$ cat src/rtl/uart_comm_slv.sv
// Device-side UART command link: assembles two received bytes into a 16-bit
// command and serializes one response byte back to the host.
module uart_comm_slv #(
  parameter int BAUD_DIV = 108
) (
  input  logic        clk,
  input  logic        rst_n,
  input  logic        RX,
  output logic        TX,
  output logic [15:0] cmd,
  output logic        cmd_rdy,
  input  logic        clr_cmd_rdy,
  input  logic [7:0]  resp,
  input  logic        send_resp,
  output logic        resp_sent
);

  localparam logic [11:0] HALF_LD = 12'(BAUD_DIV / 2 - 1);
  localparam logic [11:0] FULL_LD = 12'(BAUD_DIV - 1);

  typedef enum logic [1:0] {RX_IDLE, RX_START, RX_DATA, RX_STOP} rx_state_t;
  typedef enum logic {CMD_WAIT_HI, CMD_WAIT_LO} cmd_state_t;
  typedef enum logic {TX_IDLE, TX_XMIT} tx_state_t;

  // ---------------- RX front end ----------------
  logic rx_meta, rx_sync, rx_prev, rx_fall;

  // Presetting to the idle level keeps reset release from looking like a start edge.
  always_ff @(posedge clk or negedge rst_n) begin
    if (!rst_n) begin
      rx_meta <= 1'b1;
      rx_sync <= 1'b1;
      rx_prev <= 1'b1;
    end else begin
      // NOTE: non-blocking so every flop samples the pre-edge value; blocking here would collapse the synchronizer chain.
      rx_meta <= RX;
      rx_sync <= rx_meta;
      rx_prev <= rx_sync;
    end
  end

  assign rx_fall = rx_prev & ~rx_sync;

  // ---------------- RX bit FSM ----------------
  rx_state_t   rx_state, rx_nxt;
  logic [11:0] rx_cnt;
  logic [2:0]  rx_bit_cnt;
  logic [7:0]  rx_byte;
  logic        rx_rdy;
  logic        rx_cnt_zero, rx_ld_half, rx_ld_full, rx_shift_en, rx_byte_ok;

  assign rx_cnt_zero = (rx_cnt == 12'd0);

  always_ff @(posedge clk or negedge rst_n) begin
    if (!rst_n) rx_state <= RX_IDLE;
    else        rx_state <= rx_nxt;
  end

  always_comb begin
    // NOTE: every output gets a default first, so no path through the case can infer a latch.
    rx_nxt      = rx_state;
    rx_ld_half  = 1'b0;
    rx_ld_full  = 1'b0;
    rx_shift_en = 1'b0;
    rx_byte_ok  = 1'b0;
    case (rx_state)
      RX_IDLE:
        if (rx_fall) begin
          rx_nxt     = RX_START;
          rx_ld_half = 1'b1;
        end
      RX_START:
        if (rx_cnt_zero) begin
          if (!rx_sync) begin
            rx_nxt     = RX_DATA;
            rx_ld_full = 1'b1;
          end else begin
            rx_nxt = RX_IDLE;
          end
        end
      RX_DATA:
        if (rx_cnt_zero) begin
          rx_shift_en = 1'b1;
          rx_ld_full  = 1'b1;
          if (rx_bit_cnt == 3'd7) rx_nxt = RX_STOP;
        end
      RX_STOP:
        if (rx_cnt_zero) begin
          rx_nxt     = RX_IDLE;
          rx_byte_ok = rx_sync;
        end
      default: rx_nxt = RX_IDLE;
    endcase
  end

  always_ff @(posedge clk or negedge rst_n) begin
    if (!rst_n) begin
      rx_cnt     <= 12'd0;
      rx_bit_cnt <= 3'd0;
      rx_byte    <= 8'h00;
      rx_rdy     <= 1'b0;
    end else begin
      if (rx_ld_half)        rx_cnt <= HALF_LD;
      else if (rx_ld_full)   rx_cnt <= FULL_LD;
      else if (!rx_cnt_zero) rx_cnt <= rx_cnt - 12'd1;

      if (rx_ld_half)       rx_bit_cnt <= 3'd0;
      else if (rx_shift_en) rx_bit_cnt <= rx_bit_cnt + 3'd1;

      if (rx_shift_en) rx_byte <= {rx_sync, rx_byte[7:1]};
      rx_rdy <= rx_byte_ok;
    end
  end

  // ---------------- Command FSM ----------------
  cmd_state_t cmd_state, cmd_nxt;
  logic [7:0] hi_byte;
  logic       hi_ld, cmd_ld;

  always_ff @(posedge clk or negedge rst_n) begin
    if (!rst_n) cmd_state <= CMD_WAIT_HI;
    else        cmd_state <= cmd_nxt;
  end

  always_comb begin
    cmd_nxt = cmd_state;
    hi_ld   = 1'b0;
    cmd_ld  = 1'b0;
    case (cmd_state)
      CMD_WAIT_HI:
        if (rx_rdy) begin
          hi_ld   = 1'b1;
          cmd_nxt = CMD_WAIT_LO;
        end
      CMD_WAIT_LO:
        if (rx_rdy) begin
          cmd_ld  = 1'b1;
          cmd_nxt = CMD_WAIT_HI;
        end
      default: cmd_nxt = CMD_WAIT_HI;
    endcase
  end

  // A completed command takes priority over a coincident clear.
  always_ff @(posedge clk or negedge rst_n) begin
    if (!rst_n) begin
      hi_byte <= 8'h00;
      cmd     <= 16'h0000;
      cmd_rdy <= 1'b0;
    end else begin
      if (hi_ld)  hi_byte <= rx_byte;
      if (cmd_ld) cmd     <= {hi_byte, rx_byte};
      if (cmd_ld)                    cmd_rdy <= 1'b1;
      else if (hi_ld || clr_cmd_rdy) cmd_rdy <= 1'b0;
    end
  end

  // ---------------- TX FSM ----------------
  tx_state_t   tx_state, tx_nxt;
  logic [9:0]  tx_frame;
  logic [11:0] tx_cnt;
  logic [3:0]  tx_bit_cnt;
  logic        tx_cnt_zero, tx_load, tx_shift_en, tx_done;

  assign tx_cnt_zero = (tx_cnt == 12'd0);

  always_ff @(posedge clk or negedge rst_n) begin
    if (!rst_n) tx_state <= TX_IDLE;
    else        tx_state <= tx_nxt;
  end

  always_comb begin
    tx_nxt      = tx_state;
    tx_load     = 1'b0;
    tx_shift_en = 1'b0;
    tx_done     = 1'b0;
    case (tx_state)
      TX_IDLE:
        if (send_resp) begin
          tx_load = 1'b1;
          tx_nxt  = TX_XMIT;
        end
      TX_XMIT:
        if (tx_cnt_zero) begin
          tx_shift_en = 1'b1;
          if (tx_bit_cnt == 4'd9) begin
            tx_done = 1'b1;
            tx_nxt  = TX_IDLE;
          end
        end
      default: tx_nxt = TX_IDLE;
    endcase
  end

  // The frame shifts in ones, so it is all ones (line idle) once the stop bit is out.
  always_ff @(posedge clk or negedge rst_n) begin
    if (!rst_n) begin
      tx_frame   <= 10'h3FF;
      tx_cnt     <= 12'd0;
      tx_bit_cnt <= 4'd0;
      resp_sent  <= 1'b0;
    end else begin
      if (tx_load)          tx_frame <= {1'b1, resp, 1'b0};
      else if (tx_shift_en) tx_frame <= {1'b1, tx_frame[9:1]};

      if (tx_load || tx_shift_en) tx_cnt <= FULL_LD;
      else if (!tx_cnt_zero)      tx_cnt <= tx_cnt - 12'd1;

      if (tx_load)          tx_bit_cnt <= 4'd0;
      else if (tx_shift_en) tx_bit_cnt <= tx_bit_cnt + 4'd1;

      if (tx_load)      resp_sent <= 1'b0;
      else if (tx_done) resp_sent <= 1'b1;
    end
  end

  assign TX = tx_frame[0];

endmodule

$ cat config.mk
export PLATFORM = sky130hd
export DESIGN_NAME = uart_comm_slv
export DESIGN_NICKNAME = d
export VERILOG_FILES = /design/src/rtl/uart_comm_slv.sv
export SDC_FILE = /design/constraint.sdc
export NUM_CORES = 1
export LEC_CHECK = 0
export CAP_MARGIN = 20
export CELL_PAD_IN_SITES_DETAIL_PLACEMENT = 0
export CELL_PAD_IN_SITES_GLOBAL_PLACEMENT = 2
export CORE_MARGIN = 2
export CORE_UTILIZATION = 36
export CTS_CLUSTER_SIZE = 30
export DETAILED_ROUTE_END_ITERATION = 6
export PLACE_DENSITY_LB_ADDON = 0.1
export SLEW_MARGIN = 15
export SYNTH_ARGS = -nofsm -noshare
export SYNTH_HDL_FRONTEND = slang
export SYNTH_SLANG_ARGS = --single-unit
$ cat constraint.sdc
create_clock -name clk -period 1.7 [get_ports clk]
set_input_delay 0.34 -clock clk [delete_from_list [all_inputs] [get_ports clk]]
set_output_delay 0.34 -clock clk [all_outputs]
set_load 0.005 [all_outputs]
# ---- After elaboration in Yosys (flattened, before gate mapping)
# Index checks and enable logic that the tools add are counted.
dict set report totals {
  inputBits 13
  output_inout_bits 19
  ramBits 0
  register_bits 83
  romBits 0
  latchBits 0
  mem_count 0
}
dict set report classes {
  multipliers 0
  n_bitwise 4
  div_mod_pow 0
  magnitude_cmp 0
  n_shift 0
  n_mux 46
  eq_ne 12
  add_sub_neg 4
  reduce_logical 10
}
# cell n
set op_table {}
lappend op_table {{2-to-1 mux 12 bit} 5}
lappend op_table {{2-to-1 mux 1 bit} 25}
lappend op_table {{logical NOT 12 bit} 2}
lappend op_table {{subtractor 12 x 1 -> 12 bit, second input constant} 2}
lappend op_table {{2-to-1 mux 10 bit} 2}
lappend op_table {{2-to-1 mux 2 bit} 6}
lappend op_table {{inequality test 2 bit, second input constant} 5}
lappend op_table {{2-to-1 mux 4 bit} 2}
lappend op_table {{case mux 2 bit (4 select lines)} 1}
lappend op_table {{nonzero test 2 bit} 4}
lappend op_table {{2-to-1 mux 3 bit} 2}
lappend op_table {{case mux 1 bit (2 select lines)} 3}
lappend op_table {{AND reduction 5 bit} 1}
lappend op_table {{adder 4 x 1 -> 4 bit, second input constant} 1}
lappend op_table {{equality test 2 bit, second input constant} 2}
lappend op_table {{equality test 4 bit, second input constant} 1}
lappend op_table {{adder 3 x 1 -> 3 bit, second input constant} 1}
lappend op_table {{equality test 3 bit, second input constant} 1}
lappend op_table {{inequality test 3 x 1 -> 1 bit, second input constant} 1}
lappend op_table {{inverter 1 bit} 3}
lappend op_table {{equality test 2 x 1 -> 1 bit, second input constant} 1}
lappend op_table {{logical NOT 2 bit} 1}
lappend op_table {{logical OR 1 bit} 2}
lappend op_table {{inequality test 2 x 1 -> 1 bit, second input constant} 1}
lappend op_table {{bitwise AND 1 bit} 1}

# ---- Longest topological paths before layout
dict set report depth {
  ltp_word 6
  depth_mapped 8
  mapped_depth_nobuf 6
}

# ---- Worst setup path after synthesis
# Ideal clock, no wire load.
dict set report synth_path {
  kind {register to register}
  startpoint {register tx_cnt[0]}
  endpoint {register tx_cnt[6]}
  t_required_ns 1.576
  path_stages_with_launch 6
  setup_slack_ns -0.048
  path_buffers 0
  t_arrival_ns 1.624
  cell_sequence {dfrtp_1 inv_1 ha_1 or3b_4 or3_1 a211o_1}
}
dict set report synth_via {
  elab_chain_cells 5
}
# item line
set synth_rtl {}
lappend synth_rtl {{from (decl)} 161} ;# logic [11:0] tx_cnt;
lappend synth_rtl {{from (signal assigned)} 207} ;# else if (!tx_cnt_zero) tx_cnt <= tx_cnt - 12'd1;
lappend synth_rtl {{branches (longest 5 deep; another with subtractor 12 x 1 -> 12 bit)} -}
# Several ways; the timed one is not identified. The select of a mux whose other input is x is not followed.
# A chain may end at the register's enable or synchronous reset.

# ---- Worst setup path after layout
dict set report layout_path {
  startpoint {register tx_cnt[1]}
  endpoint {register tx_cnt[6]}
}
# Same word-level chain as after synthesis.

==> results.ini <==
[worst_setup_path]
launch_instance_of_the_worst_register_to_register_path=tx_cnt[1]
criticalPathCategory=flip-flop to flip-flop
worstSetupEndpointType=flip-flop
worst_setup_path_start_kind=flip-flop
cp.required_ns=1.94
timing.critical_path.arrival_ns=1.96
worst-path-max-fanout=4
cp-startpoint=tx_cnt[1]

[floorplanning]
starting_density=0.373
boundaryPins=32
design.die.area_um2=11600
core_area_um2=10400
dieHeight_um=108
core.rowCount=37
chipWidth_um=108

[final_layout]
drive_above_1_share=0.364
fin_cells=540
synthToLayoutAreaGrowth_pct=30.4
n_antenna_cell=0
design_area_um2=5050
final_nets=426

[timing]
hold_ws_ns=0.362
rsz0062_at_grt=yes
skew_ns=0.0102
finalSetupTns_ns=-0.0204
worstMarginPinSlew_ns=0.558
final_critical_path_setup_slack_ns=-0.0204
slew-limit-headroom=0.628
layout_worst_path_cycle_share=1.01
maxClockFrequency_mhz=581
final-hold-violation-count=0
setup_viol_count_final=1
final-max-slew-violation-count=0
period_needed_ns=1.72

[global_routing]
grt_start_max_net_pins=42
routing_usage_on_met1=0.194
grt_pass1_vias=2706
grt_antenna_before_repair=0
grt.total_usage=0.145
grt_use_met2=0.230
grt-ovfl-total=0
use_met3=0.0278
grt.busiest_layer=met2
wire_length_of_the_first_global_routing_pass_um=13200

[power]
power.total_mw=5.82
vdd_drop_max_v=0.000709
p_per_area_nw_per_um2=1150
leakage_nw=2.39

[drt]
via_per_inst=4.91
routed_wl_per_cell_um=14.2
first_iter_violations=75
dr_total_vias=2652
drt-total-wl_um=7660
final_antenna_net_count=0
drt_drc_violations_left=0
drt-pass1-iter-count=4

[worst_hold_path]
timing.hold.worst.class=flip-flop to flip-flop
hold_path.startpoint=rx_meta

[clock_network]
tritoncts=built
cts_made_buffers=9
htree_levels=3
clkLatencyLatePin_ns=0.35
path_clk_slew_ns=0.09
clkSinkCount=82
cts-root-buf=sky130_fd_sc_hd__clkbuf_8
cts_buffer_depth=2

[logic_synthesis]
ys_seq_elements=82
synth-edff-count=0
syn-cell-area_um2=3870
yosys_warnings=0
synth.yosys.seq_area_share=0.534
synthesis.nets=348
synth-async-reset-ratio=1.00
synth.distinct_cells=55
synthCells=321
dominantRegCellSynth=sky130_fd_sc_hd__dfrtp_1
synth.avg_cell_area_um2=12.1

[outcome]
status=finished, violations left
violations_in_the_final_reports=setup timing

[placed_design]
placer_congestion=0.791
post_dp_cell_area_um2=4620
io_buffers=31
placed_cells_incl_taps=516
placed_wire_length_estimate_um=5230

[run]
cap_viol_max_count=0

==> routing by layer <==
| layer | routed length, um | share of wire | vias to the layer above |
|---|---|---|---|
| met5 | 0 | 0 | - |
| met4 | 101 | 0.013 | 0 |
| met3 | 180 | 0.023 | 7 |
| met2 | 3710 | 0.48 | 30 |
| met1 | 3670 | 0.48 | 1322 |
| li1 | - | - | 1293 |
==> report_power, final <==
part           internal [mW]  switching [mW]
combinational          0.862           0.779
clock                  0.860           0.804
sequential              2.26           0.258
total                   3.98            1.84
==> sequential cells by signal (all words and copies together), names as in the netlist, 3 cells and up, named ones only <==
| register | count |
|---|---|
| tx_bit_cnt | 4 |
| tx_cnt | 12 |
| cmd | 16 |
| rx_bit_cnt | 3 |
| rx_byte | 8 |
| hi_byte | 8 |
| tx_frame | 9 |
| rx_cnt | 12 |
==> Yosys cell counts, drive strengths merged (3+ instances only) <==
master	instances	area, um2
buf	6	48.8
a211oi	4	30.0
o31ai	3	27.5
nand3	14	70.1
mux2i	13	130
xor2	5	43.8
dfrtp	70	1750
a31oi	3	18.8
a21oi	15	75.1
and3	3	18.8
xnor2	5	43.8
inv	15	56.3
nor2	28	105
nor3	10	60.1
dfstp	12	315
mux2	32	387
o21ai	6	30.0
ha	14	175
nand2	11	43.8
clkbuf	8	30.0
or3	3	18.8
nand2b	4	25.0
a211o	4	35.0
nor4	5	52.6
==> metrics by stage <==
step	util	worst slack, ns
2_1_floorplan	-	-0.00990
3_3_place_gp	0.446	-0.0216
3_5_place_dp	0.446	-0.0313
4_1_cts	0.472	-0.00933
5_1_grt	0.487	-0.0885
6_report	0.487	-0.0204
==> kinds of logic (layout without fill, tap and decap cells) <==
kind of cell	Yosys count	in the layout	synth area share
AND/OR/NAND/NOR	97	97	0.151
flip-flops	82	82	0.534
multiplexers	45	45	0.134
AO/OA/AOI/OAI	44	44	0.0786
buffers and inverters	29	112	0.0349
adder cells (fa/ha/maj)	14	14	0.0453
XOR/XNOR	10	10	0.0226
==> timing repair <==
item                                    CTS  global route
hold buffers                              1             0
endpoints found under the setup margin    9            40
pin swaps                                 1             8
setup buffers                             2             4
endpoints found under the hold margin    24             0
cloned                                    0             1
gates resized for setup                   3            30
==> area by class of cell <==
cell class                 instances  area [um2]
timing repair buffer              81         736
multi-input combinational        210        1790
inverter                          15        56.3
sequential                        82        2070
fill                             972        5320
clock inverter                     7         106
tap                              136         170
clock buffer                       9         124
==> worst paths after layout <==
check,to,slack (ns),depth (start not counted)
worst min register to register,rx_sync,0.36,0
max in group asynchronous,rx_cnt[8],0.64,3
worst max-delay path,tx_cnt[6],-0.02,5
worst max register to register,tx_cnt[6],-0.02,5
worst min-delay path,rx_sync,0.36,0
min in group asynchronous,tx_bit_cnt[3],0.52,2
==> critical path, stage by stage, from the launching register on <==
cell                      delay, ns
sky130_fd_sc_hd__dfrtp_1       0.40
sky130_fd_sc_hd__inv_2         0.08
sky130_fd_sc_hd__ha_4          0.13
sky130_fd_sc_hd__or3b_4        0.40
sky130_fd_sc_hd__or3_4         0.34
sky130_fd_sc_hd__a211o_1       0.26
==> cell usage in the layout (no fill, tap or decap), types with 3 or more instances in the layout <==
| master | synthesis | routed |
|---|---|---|
| sky130_fd_sc_hd__clkdlybuf4s50_1 | 0 | 29 |
| sky130_fd_sc_hd__dfrtp_1 | 70 | 70 |
| sky130_fd_sc_hd__mux2i_1 | 13 | 13 |
| sky130_fd_sc_hd__mux2_4 | 7 | 7 |
| sky130_fd_sc_hd__o21ai_1 | 3 | 5 |
| sky130_fd_sc_hd__nor3_1 | 8 | 8 |
| sky130_fd_sc_hd__a21oi_1 | 15 | 13 |
| sky130_fd_sc_hd__dfstp_2 | 12 | 12 |
| sky130_fd_sc_hd__nand2b_1 | 4 | 4 |
| sky130_fd_sc_hd__xnor2_1 | 5 | 5 |
| sky130_fd_sc_hd__ha_1 | 14 | 13 |
| sky130_fd_sc_hd__inv_2 | 0 | 4 |
| sky130_fd_sc_hd__a211o_1 | 4 | 4 |
| sky130_fd_sc_hd__nand2_1 | 10 | 10 |
| sky130_fd_sc_hd__buf_4 | 0 | 42 |
| sky130_fd_sc_hd__clkbuf_8 | 0 | 9 |
| sky130_fd_sc_hd__xor2_1 | 5 | 5 |
| sky130_fd_sc_hd__a31oi_1 | 3 | 3 |
| sky130_fd_sc_hd__nand3_1 | 14 | 13 |
| sky130_fd_sc_hd__mux2_2 | 25 | 25 |
| sky130_fd_sc_hd__inv_6 | 0 | 4 |
| sky130_fd_sc_hd__nor2_1 | 28 | 26 |
| sky130_fd_sc_hd__inv_1 | 15 | 11 |
| sky130_fd_sc_hd__buf_6 | 3 | 5 |
No activity file was read; power rests on OpenSTA's default activity.
